===== config.mk =====
export PLATFORM = sky130hd
export DESIGN_NAME = frame_loader
export DESIGN_NICKNAME = d
export VERILOG_FILES = /design/src/rtl/frame_loader_pkg.sv /design/src/rtl/byte_timeout.sv /design/src/rtl/frame_loader.sv
export SDC_FILE = /design/constraint.sdc
export NUM_CORES = 1
export LEC_CHECK = 0
export CORE_UTILIZATION = 50
export DETAILED_ROUTE_END_ITERATION = 8
export PLACE_DENSITY_LB_ADDON = 0.05
export SLEW_MARGIN = 10
export SYNTH_ARGS = -nofsm -noshare
export SYNTH_HDL_FRONTEND = slang
export SYNTH_HIERARCHICAL = 1
export SYNTH_SLANG_ARGS = --single-unit

===== constraint.sdc =====
create_clock -name clk -period 2.75 [get_ports clk]
set_input_delay 0.4125 -clock clk [delete_from_list [all_inputs] [get_ports clk]]
set_output_delay 0.4125 -clock clk [all_outputs]
set_load 0.03 [all_outputs]

===== src/rtl/frame_loader_pkg.sv =====
// Shared definitions for the LED-matrix frame loader: host command bytes and
// the parser state encoding (also used by the host-side test generator).
package frame_loader_pkg;

    localparam logic [7:0] CMD_FRAME = 8'h46;
    localparam logic [7:0] CMD_PIXEL = 8'h50;

    typedef enum logic [3:0] {
        S_IDLE,
        S_F_R,
        S_F_G,
        S_F_B,
        S_P_X,
        S_P_Y,
        S_P_R,
        S_P_G,
        S_P_B
    } state_t;

endpackage


===== src/rtl/byte_timeout.sv =====
// Inter-byte idle counter: flags a one-cycle expiry when TIMEOUT-1 idle cycles
// have accumulated while enabled and no clear is pending.
module byte_timeout #(
    parameter int TIMEOUT = 48000
) (
    input  logic clk,
    input  logic reset_n,
    input  logic clear,
    input  logic enable,
    output logic expired
);

    localparam int W = $clog2(TIMEOUT);
    localparam logic [W-1:0] LAST = W'(TIMEOUT - 1);

    logic [W-1:0] r_count;

    always_ff @(posedge clk or negedge reset_n) begin
        if (!reset_n) begin
            r_count <= '0;
        end else if (clear) begin
            r_count <= '0;
        end else if (enable) begin
            // Wrap on expiry so the counter never needs more than W bits.
            r_count <= (r_count == LAST) ? '0 : r_count + 1'b1;
        end
    end

    assign expired = enable && !clear && (r_count == LAST);

endmodule


===== src/rtl/frame_loader.sv =====
// Byte-stream command parser: turns FRAME and PIXEL commands from the UART
// into one-cycle pixel write strobes for the framebuffer.
module frame_loader
    import frame_loader_pkg::*;
#(
    parameter int X_RES   = 32,
    parameter int Y_RES   = 16,
    parameter int TIMEOUT = 48000
) (
    input  logic       clk,
    input  logic       reset_n,
    input  logic [7:0] rx_data,
    input  logic       rx_strobe,
    output logic [7:0] x,
    output logic [7:0] y,
    output logic [7:0] r,
    output logic [7:0] g,
    output logic [7:0] b,
    output logic       strobe,
    output logic       frame_done,
    output logic       busy,
    output logic       error
);

    localparam logic [7:0] X_LAST = 8'(X_RES - 1);
    localparam logic [7:0] Y_LAST = 8'(Y_RES - 1);
    localparam logic [8:0] X_LIM  = 9'(X_RES);
    localparam logic [8:0] Y_LIM  = 9'(Y_RES);

    state_t     r_state;
    logic [7:0] r_fx, r_fy;
    logic [7:0] r_px, r_py, r_pr, r_pg;
    logic [7:0] r_x, r_y, r_r, r_g, r_b;
    logic       r_strobe, r_frame_done, r_busy, r_error;

    logic w_enable, w_clear, w_expired;

    assign w_enable = (r_state != S_IDLE);
    assign w_clear  = rx_strobe || !w_enable;

    byte_timeout #(
        .TIMEOUT(TIMEOUT)
    ) u_timeout (
        .clk    (clk),
        .reset_n(reset_n),
        .clear  (w_clear),
        .enable (w_enable),
        .expired(w_expired)
    );

    always_ff @(posedge clk or negedge reset_n) begin
        if (!reset_n) begin
            r_state      <= S_IDLE;
            r_fx         <= '0;
            r_fy         <= '0;
            r_px         <= '0;
            r_py         <= '0;
            r_pr         <= '0;
            r_pg         <= '0;
            r_x          <= '0;
            r_y          <= '0;
            r_r          <= '0;
            r_g          <= '0;
            r_b          <= '0;
            r_strobe     <= 1'b0;
            r_frame_done <= 1'b0;
            r_busy       <= 1'b0;
            r_error      <= 1'b0;
        end else begin
            // NOTE: pulses default low every cycle and are overridden below;
            // non-blocking assignment means the last write in this block wins
            // while every read still sees the previous cycle's value.
            r_strobe     <= 1'b0;
            r_frame_done <= 1'b0;
            r_error      <= 1'b0;

            if (rx_strobe) begin
                case (r_state)
                    S_IDLE: begin
                        if (rx_data == CMD_FRAME) begin
                            r_state <= S_F_R;
                            r_fx    <= '0;
                            r_fy    <= '0;
                            r_busy  <= 1'b1;
                        end else if (rx_data == CMD_PIXEL) begin
                            r_state <= S_P_X;
                            r_busy  <= 1'b1;
                        end else begin
                            r_error <= 1'b1;
                        end
                    end
                    S_F_R: begin
                        r_pr    <= rx_data;
                        r_state <= S_F_G;
                    end
                    S_F_G: begin
                        r_pg    <= rx_data;
                        r_state <= S_F_B;
                    end
                    S_F_B: begin
                        r_x      <= r_fx;
                        r_y      <= r_fy;
                        r_r      <= r_pr;
                        r_g      <= r_pg;
                        r_b      <= rx_data;
                        r_strobe <= 1'b1;
                        if (r_fx == X_LAST && r_fy == Y_LAST) begin
                            r_frame_done <= 1'b1;
                            r_busy       <= 1'b0;
                            r_state      <= S_IDLE;
                        end else begin
                            r_state <= S_F_R;
                            if (r_fx == X_LAST) begin
                                r_fx <= '0;
                                r_fy <= r_fy + 8'd1;
                            end else begin
                                r_fx <= r_fx + 8'd1;
                            end
                        end
                    end
                    S_P_X: begin
                        r_px    <= rx_data;
                        r_state <= S_P_Y;
                    end
                    S_P_Y: begin
                        r_py    <= rx_data;
                        r_state <= S_P_R;
                    end
                    S_P_R: begin
                        r_pr    <= rx_data;
                        r_state <= S_P_G;
                    end
                    S_P_G: begin
                        r_pg    <= rx_data;
                        r_state <= S_P_B;
                    end
                    S_P_B: begin
                        // Out-of-range coordinates are rejected whole, never clipped.
                        if (({1'b0, r_px} < X_LIM) && ({1'b0, r_py} < Y_LIM)) begin
                            r_x      <= r_px;
                            r_y      <= r_py;
                            r_r      <= r_pr;
                            r_g      <= r_pg;
                            r_b      <= rx_data;
                            r_strobe <= 1'b1;
                        end else begin
                            r_error <= 1'b1;
                        end
                        r_busy  <= 1'b0;
                        r_state <= S_IDLE;
                    end
                    default: begin
                        r_busy  <= 1'b0;
                        r_state <= S_IDLE;
                    end
                endcase
            end else if (w_expired) begin
                r_error <= 1'b1;
                r_busy  <= 1'b0;
                r_state <= S_IDLE;
            end
        end
    end

    assign x          = r_x;
    assign y          = r_y;
    assign r          = r_r;
    assign g          = r_g;
    assign b          = r_b;
    assign strobe     = r_strobe;
    assign frame_done = r_frame_done;
    assign busy       = r_busy;
    assign error      = r_error;

endmodule


==> key figures, run 1 <==
Timing
  • FMAX: 402.2 MHz
  • Final Cycle Share: 0.9040
  • Setup tns final: 0 ps
  • Final Max Slew Viols: 0
  • Worst-case clock skew: 12.82 ps
  • Final Setup Violations: 0
  • Worst rel slew slack: 0.4355
  • Post-route minimum period: 2486 ps
  • Worst Tran Pin Value: 841.2 ps
  • Hold Vio Cnt, Final: 0
  • Unrepaired setup endpoints after global routing: no

Drt
  • Routed met3 length: 599 µm
  • Met1 WL: 5786 µm
  • DRC violations left: 0
  • WL per Instance: 17.01 µm
  • DR top layer: met4
  • Antenna-violating nets left: 0
  • Final WL: 11,720 µm
  • DR WL met2: 5144 µm
  • First-pass DRT Iterations: 4
  • Vias per inst: 5.817
  • Initial drt markers: 190
  • Vias: 4,008

Placed design
  • # placed instances: 673
  • DP Wirelength: 8252 µm
  • I/O Buffers: 54
  • Routability cong.: 0.8634

GRT
  • Initial antenna violation count: 0
  • Vias in the first global route: 3,906
  • First-pass GRT wire length: 19,750 µm
  • Total Routing Usage GR: 0.2305
  • Total gr overflow: 0
  • Largest net degree at the start of global routing: 54

Cells and area
  • Syn-to-layout area delta: 20.45%
  • Largest Register: u_timeout/r_count
  • Post-route insts no fill: 689
  • Final nets: 563
  • Most frequent cells in the layout: dfrtp_1 (112), mux2_2 (57), clkdlybuf4s50_1 (53)
  • Most common cell after layout, fill and taps aside: dfrtp_1
  • Antenna Cells: 0
  • Finished Core Util: 0.6196
  • Max FFs per register: 16
  • Layout cell share with drive strength beyond 1: 0.2098

Die
  • Die X: 104.8 µm
  • Die height: 104.8 µm
  • Core area: 10,280 µm²
  • Initial Utilization: 0.5144
  • Num ports: 55
  • DIE AREA: 10,990 µm²
  • Row Count: 37

Synth
  • Cell variety after synth: 61
  • Mapped Avg Cell Area: 11.08 µm²
  • Synth warn: 6
  • Post-Syn Area: 5286 µm²
  • #FFs+latches synth: 112
  • Gate Count Post-Synth: 477
  • Post-Synthesis Net Count: 491
  • Sequential area share after synthesis: 0.5302
  • Synth async-reset ratio: 1.000
  • Prevailing post-synth register cell: dfrtp_1
  • EDFF count, synth: 0

Clock network
  • Clock transition at path regs: 110 ps
  • CTS tree: yes
  • Postcts setup bufs: 0
  • Cts bufs inserted: 9
  • CTS Sinks: 112
  • Root buf cell: clkbuf_8
  • Max clock buf depth: 2
  • Latest clock arrival within the worst-skew pair: 390 ps
  • CTS HTree Levels: 3

Power
  • Pwr/cell area: 469.4 nW/µm²
  • Peak VDD IR: 0.0004127 V
  • Power, Total: 0.002989 W
  • LEAKAGE: 2.745 nW

Worst setup path
  • Required time of the critical path: 3020 ps
  • Startpoint Class: register
  • Crit Path Category: reg -> reg
  • CP Max Fanout: 10
  • CP Capture Type: register
  • Crit path DAT: 2760 ps

Status
  • Status: completed

Hold path
  • Tightest Hold Check Type: in -> async

Run
  • Max-Cap Viols: 0
-- timing repair --
item                       CTS  global route
hold endpoints to repair    14             0
setup endpoints to repair    0             0
gates resized for setup      0             0
hold buffers                 1             0
-- final timing paths --
kind,startpoint,endpoint,slack (ps),cells past startpoint
hold / removal,reset_n,r_fx[5]$_DFFE_PN0P_,420,2
setup reg to reg,r_state[3]$_DFFE_PN0P_,r_fx[5]$_DFFE_PN0P_,260,5
min in group clk,r_pg[7]$_DFFE_PN0P_,g[7]$_DFFE_PN0P_,500,1
max in group asynchronous,reset_n,r[0]$_DFFE_PN0P_,1520,3
setup / recovery,r_state[3]$_DFFE_PN0P_,r_fx[5]$_DFFE_PN0P_,260,5
hold reg to reg,r_pg[7]$_DFFE_PN0P_,g[7]$_DFFE_PN0P_,500,1
-- layer usage --
layer	global-route usage	up-vias
met2	0.3453	106
li1	-	1907
met1	0.3242	1983
met4	0.07042	0
met5	0	-
met3	0.06737	12
-- worst max-delay path, stage by stage (launching register included) --
cell     delay (ps)
dfrtp_1         490
or4_1           720
or3_1           510
o32a_1          300
o21ai_0         220
o31ai_1         110
-- logic make-up (layout without fill, tap and decap cells) --
family	after synthesis	after routing	share of synthesized area
and+or+nand+nor	152	152	0.1602
DFF	112	112	0.5302
AOI/OAI and AO/OA	104	104	0.1245
muxes	70	70	0.1460
buffers and inverters	33	109	0.02698
adders and majority gates	3	3	0.007101
xor gates and xnor gates	3	3	0.004971
-- cells in the mapped netlist, types with 3 or more instances --
library cell / number / share of area
a21oi_1: 36 / 0.034
mux2_2: 57 / 0.12
a22o_1: 3 / 0.0050
a21o_1: 7 / 0.0099
nand3_1: 19 / 0.018
nor2_1: 43 / 0.031
dfrtp_1: 112 / 0.53
o31ai_1: 7 / 0.0099
and3_1: 3 / 0.0036
nand2b_1: 3 / 0.0036
inv_1: 10 / 0.0071
or4_1: 10 / 0.014
or2_2: 3 / 0.0036
o211ai_1: 3 / 0.0043
a221oi_1: 6 / 0.0099
buf_2: 9 / 0.0085
nor4_1: 8 / 0.0095
nand2_1: 22 / 0.016
ha_1: 3 / 0.0071
mux2i_1: 13 / 0.025
or3_1: 12 / 0.014
nor3_1: 5 / 0.0047
clkbuf_1: 10 / 0.0071
nand4_1: 4 / 0.0047
o21ai_0: 24 / 0.023
-- power breakdown --
| part | total [W] | internal, W | switching, W |
|---|---|---|---|
| clock network | 0.00102 | 0.000431 | 0.000587 |
| logic | 0.000241 | 0.000107 | 0.000135 |
| registers | 0.00173 | 0.00169 | 0.0000355 |
| total | 0.00299 | 0.00223 | 0.000757 |
-- stage by stage --
stage	area, µm²	hold WS [ps]	setup slack (ps)
2_1_floorplan	5286	116.9	431.9
6_report	6367	415.5	263.9
5_1_grt	6367	417.2	102.5
3_3_place_gp	6158	288.1	104.4
3_5_place_dp	6158	288.2	30.37
4_1_cts	6367	401.3	255.8
-- final cells by class --
| class | instances | area, µm² |
|---|---|---|
| well taps | 136 | 170.2 |
| clock buffers | 9 | 123.9 |
| inverters | 11 | 41.29 |
| multi-input cells | 332 | 2359 |
| fillers | 905 | 3910 |
| flip-flops and latches | 112 | 2803 |
| clock inverters | 6 | 75.07 |
| repair buffers | 83 | 795.8 |
(Power assumes the default switching activity.)
==> inputs of run 2 (changes only) <==
--- a/config.mk
+++ b/config.mk
@@ -5,7 +5,9 @@
 export SDC_FILE = /design/constraint.sdc
 export NUM_CORES = 1
 export LEC_CHECK = 0
-export CORE_UTILIZATION = 50
+export CELL_PAD_IN_SITES_DETAIL_PLACEMENT = 0
+export CELL_PAD_IN_SITES_GLOBAL_PLACEMENT = 2
+export CORE_UTILIZATION = 38
 export DETAILED_ROUTE_END_ITERATION = 8
 export PLACE_DENSITY_LB_ADDON = 0.05
 export SLEW_MARGIN = 10
==> run 2 against run 1 <==
Maximum frequency up 0.45%. Via count shrank 1.2%. Sequential share of layout area shrank 1.1 points. Global-route usage is 3.3 points lower. Sequential power about the same. Largest power group unchanged. Combinational power grew 2%. First-iteration DRC count is 14% higher. Critical path type unchanged.
==> key figures, run 2 (synthesized netlist as in run 1, its figures left out) <==
Cells and area
  • Syn-to-layout area delta: 23.57%
  • Max FFs per register: 16
  • Largest Register: u_timeout/r_count
  • Antenna Cells: 0
  • Post-Layout Inst Area: 6533 µm²
  • Layout cell share with drive strength beyond 1: 0.2182
  • Post-route insts no fill: 735
  • Fillcell total: 1,247
  • Final nets: 568
  • Most common cell after layout, fill and taps aside: dfrtp_1
  • Most frequent cells in the layout: dfrtp_1 (112), mux2_2 (57), clkdlybuf4s50_1 (53)

Worst setup path
  • Startpoint Class: register
  • R2R depth: 7
  • CP Max Fanout: 12
  • Required time of the critical path: 3030 ps
  • Worst R2R Start: r_fx[0]$_DFFE_PN0P_
  • Reg2reg setup slack: 280 ps
  • CP Capture Type: register
  • Worst R2R End: r_fy[5]$_DFFE_PN0P_
  • Crit path DAT: 2750 ps
  • Crit Path Category: reg -> reg

Drt
  • Vias per inst: 5.386
  • Antenna-violating nets left: 0
  • First-pass DRT Iterations: 4
  • DRC violations left: 0
  • Initial drt markers: 216
  • WL per Instance: 17.85 µm
  • Vias: 3,959
  • Final WL: 13,120 µm

Clock network
  • Postcts setup bufs: 0
  • CTS tree: yes
  • Cts bufs inserted: 9
  • Post-CTS resize count: 0
  • Root buf cell: clkbuf_16
  • Post-CTS Hold Buffers: 0
  • CTS Sinks: 112
  • Latest clock arrival within the worst-skew pair: 350 ps
  • Clock transition at path regs: 70 ps
  • CTS HTree Levels: 3
  • Max clock buf depth: 2

Timing
  • Worst-case clock skew: 10.21 ps
  • Hold Vio Cnt, Final: 0
  • Final Cycle Share: 0.9000
  • Fin worst setup slack: 275.0 ps
  • Setup tns final: 0 ps
  • Worst Tran Pin Value: 829.6 ps
  • Post-route minimum period: 2475 ps
  • Final Max Slew Viols: 0
  • Worst rel slew slack: 0.4432
  • Unrepaired setup endpoints after global routing: no
  • FMAX: 404.0 MHz
  • Final Setup Violations: 0

Hold path
  • Tightest Hold Check Type: in -> async

Placed design
  • I/O Buffers: 54
  • Routability cong.: 0.7907
  • DP Wirelength: 9109 µm
  • # placed instances: 719
  • Placement Cell Area: 6241 µm²
  • Pre-CTS setup slack: 13.53 ps

Power
  • Pwr/cell area: 501.2 nW/µm²
  • Internal: 0.002460 W
  • Logic gate share of total power: 0.075
  • Reg power frac: 0.528
  • Power, Total: 0.003274 W
  • Peak VDD IR: 0.0003846 V
  • LEAKAGE: 2.814 nW
  • Net switching power: 0.0008139 W
  • Switch share: 0.2486
  • Clock Power Share: 0.397

GRT
  • Largest net degree at the start of global routing: 113
  • Met1 GRT Util: 0.2781
  • Initial antenna violation count: 1
  • Met3 Resource Use GR: 0.05846
  • Total Routing Usage GR: 0.1979
  • Busiest grt layer: met2
  • First-pass GRT wire length: 21,830 µm
  • Vias in the first global route: 4,035
  • Total gr overflow: 0
  • Met2 Use GR: 0.2895

Die
  • Die X: 119.9 µm
  • Num ports: 55
  • Initial Utilization: 0.3945
  • Row Count: 42
  • Core area: 13,400 µm²
  • Die height: 119.9 µm
  • DIE AREA: 14,390 µm²

Run
  • Max-Cap Viols: 0

Status
  • Status: completed
==> run 2: routing by layer <==
metal  part of all wire  up-vias  routed length [µm]
met3              0.047       23                 619
li1                   -     1930                   -
met1               0.49     1926                6425
met5             0.0012        -                  16
met2               0.44       78                5766
met4              0.022        2                 292
==> run 2: power groups by stage <==
stage          sequential, W  combinational (W)  clock (W)
3_3_place_gp         0.00176           0.000248          0
4_1_cts              0.00173           0.000251    0.00135
2_1_floorplan        0.00179          0.0000737          0
5_1_grt              0.00174           0.000268    0.00141
3_5_place_dp         0.00176           0.000249          0
6_report             0.00173           0.000245    0.00130
==> run 2: through the flow <==
step / hold WS (ps) / util
global route: 201.1 / 0.4875
floorplan: 116.9 / -
finish: 88.23 / 0.4875
CTS: 169.6 / 0.4875
detailed placement: 487.8 / 0.4657
global placement: 482.9 / 0.4657
==> run 2: cell type report <==
class	count	area, µm²	share of cell area
well taps	176	220.2	0.03371
inverters	11	41.29	0.006321
clock inverters	5	48.80	0.007470
multi-input cells	332	2359	0.3610
repair buffers	88	818.3	0.1253
clock buffers	11	242.7	0.03716
flip-flops and latches	112	2803	0.4290
==> run 2: worst max path at each step <==
stage                            from                               end  slack (ps)  cells past startpoint
3_3_place_gp               rx_data[6]               r_fy[7]$_DFFE_PN0P_          60                      6
5_1_grt           r_fx[0]$_DFFE_PN0P_               r_fy[5]$_DFFE_PN0P_          70                      7
3_5_place_dp               rx_data[6]               r_fy[7]$_DFFE_PN0P_          10                      6
4_1_cts           r_fx[0]$_DFFE_PN0P_               r_fy[5]$_DFFE_PN0P_         280                      7
2_1_floorplan  r_state[3]$_DFFE_PN0P_  u_timeout/r_count[3]$_DFFE_PN0P_         430                      9
6_report          r_fx[0]$_DFFE_PN0P_               r_fy[5]$_DFFE_PN0P_         280                      7
==> run 2: worst max-delay path: stages (launching register included) <==
cell,delay [ps]
dfrtp_1,460
ha_1,260
nand4_1,190
or4_1,610
o22ai_2,440
buf_4,210
o21ai_0,100
a21oi_1,140
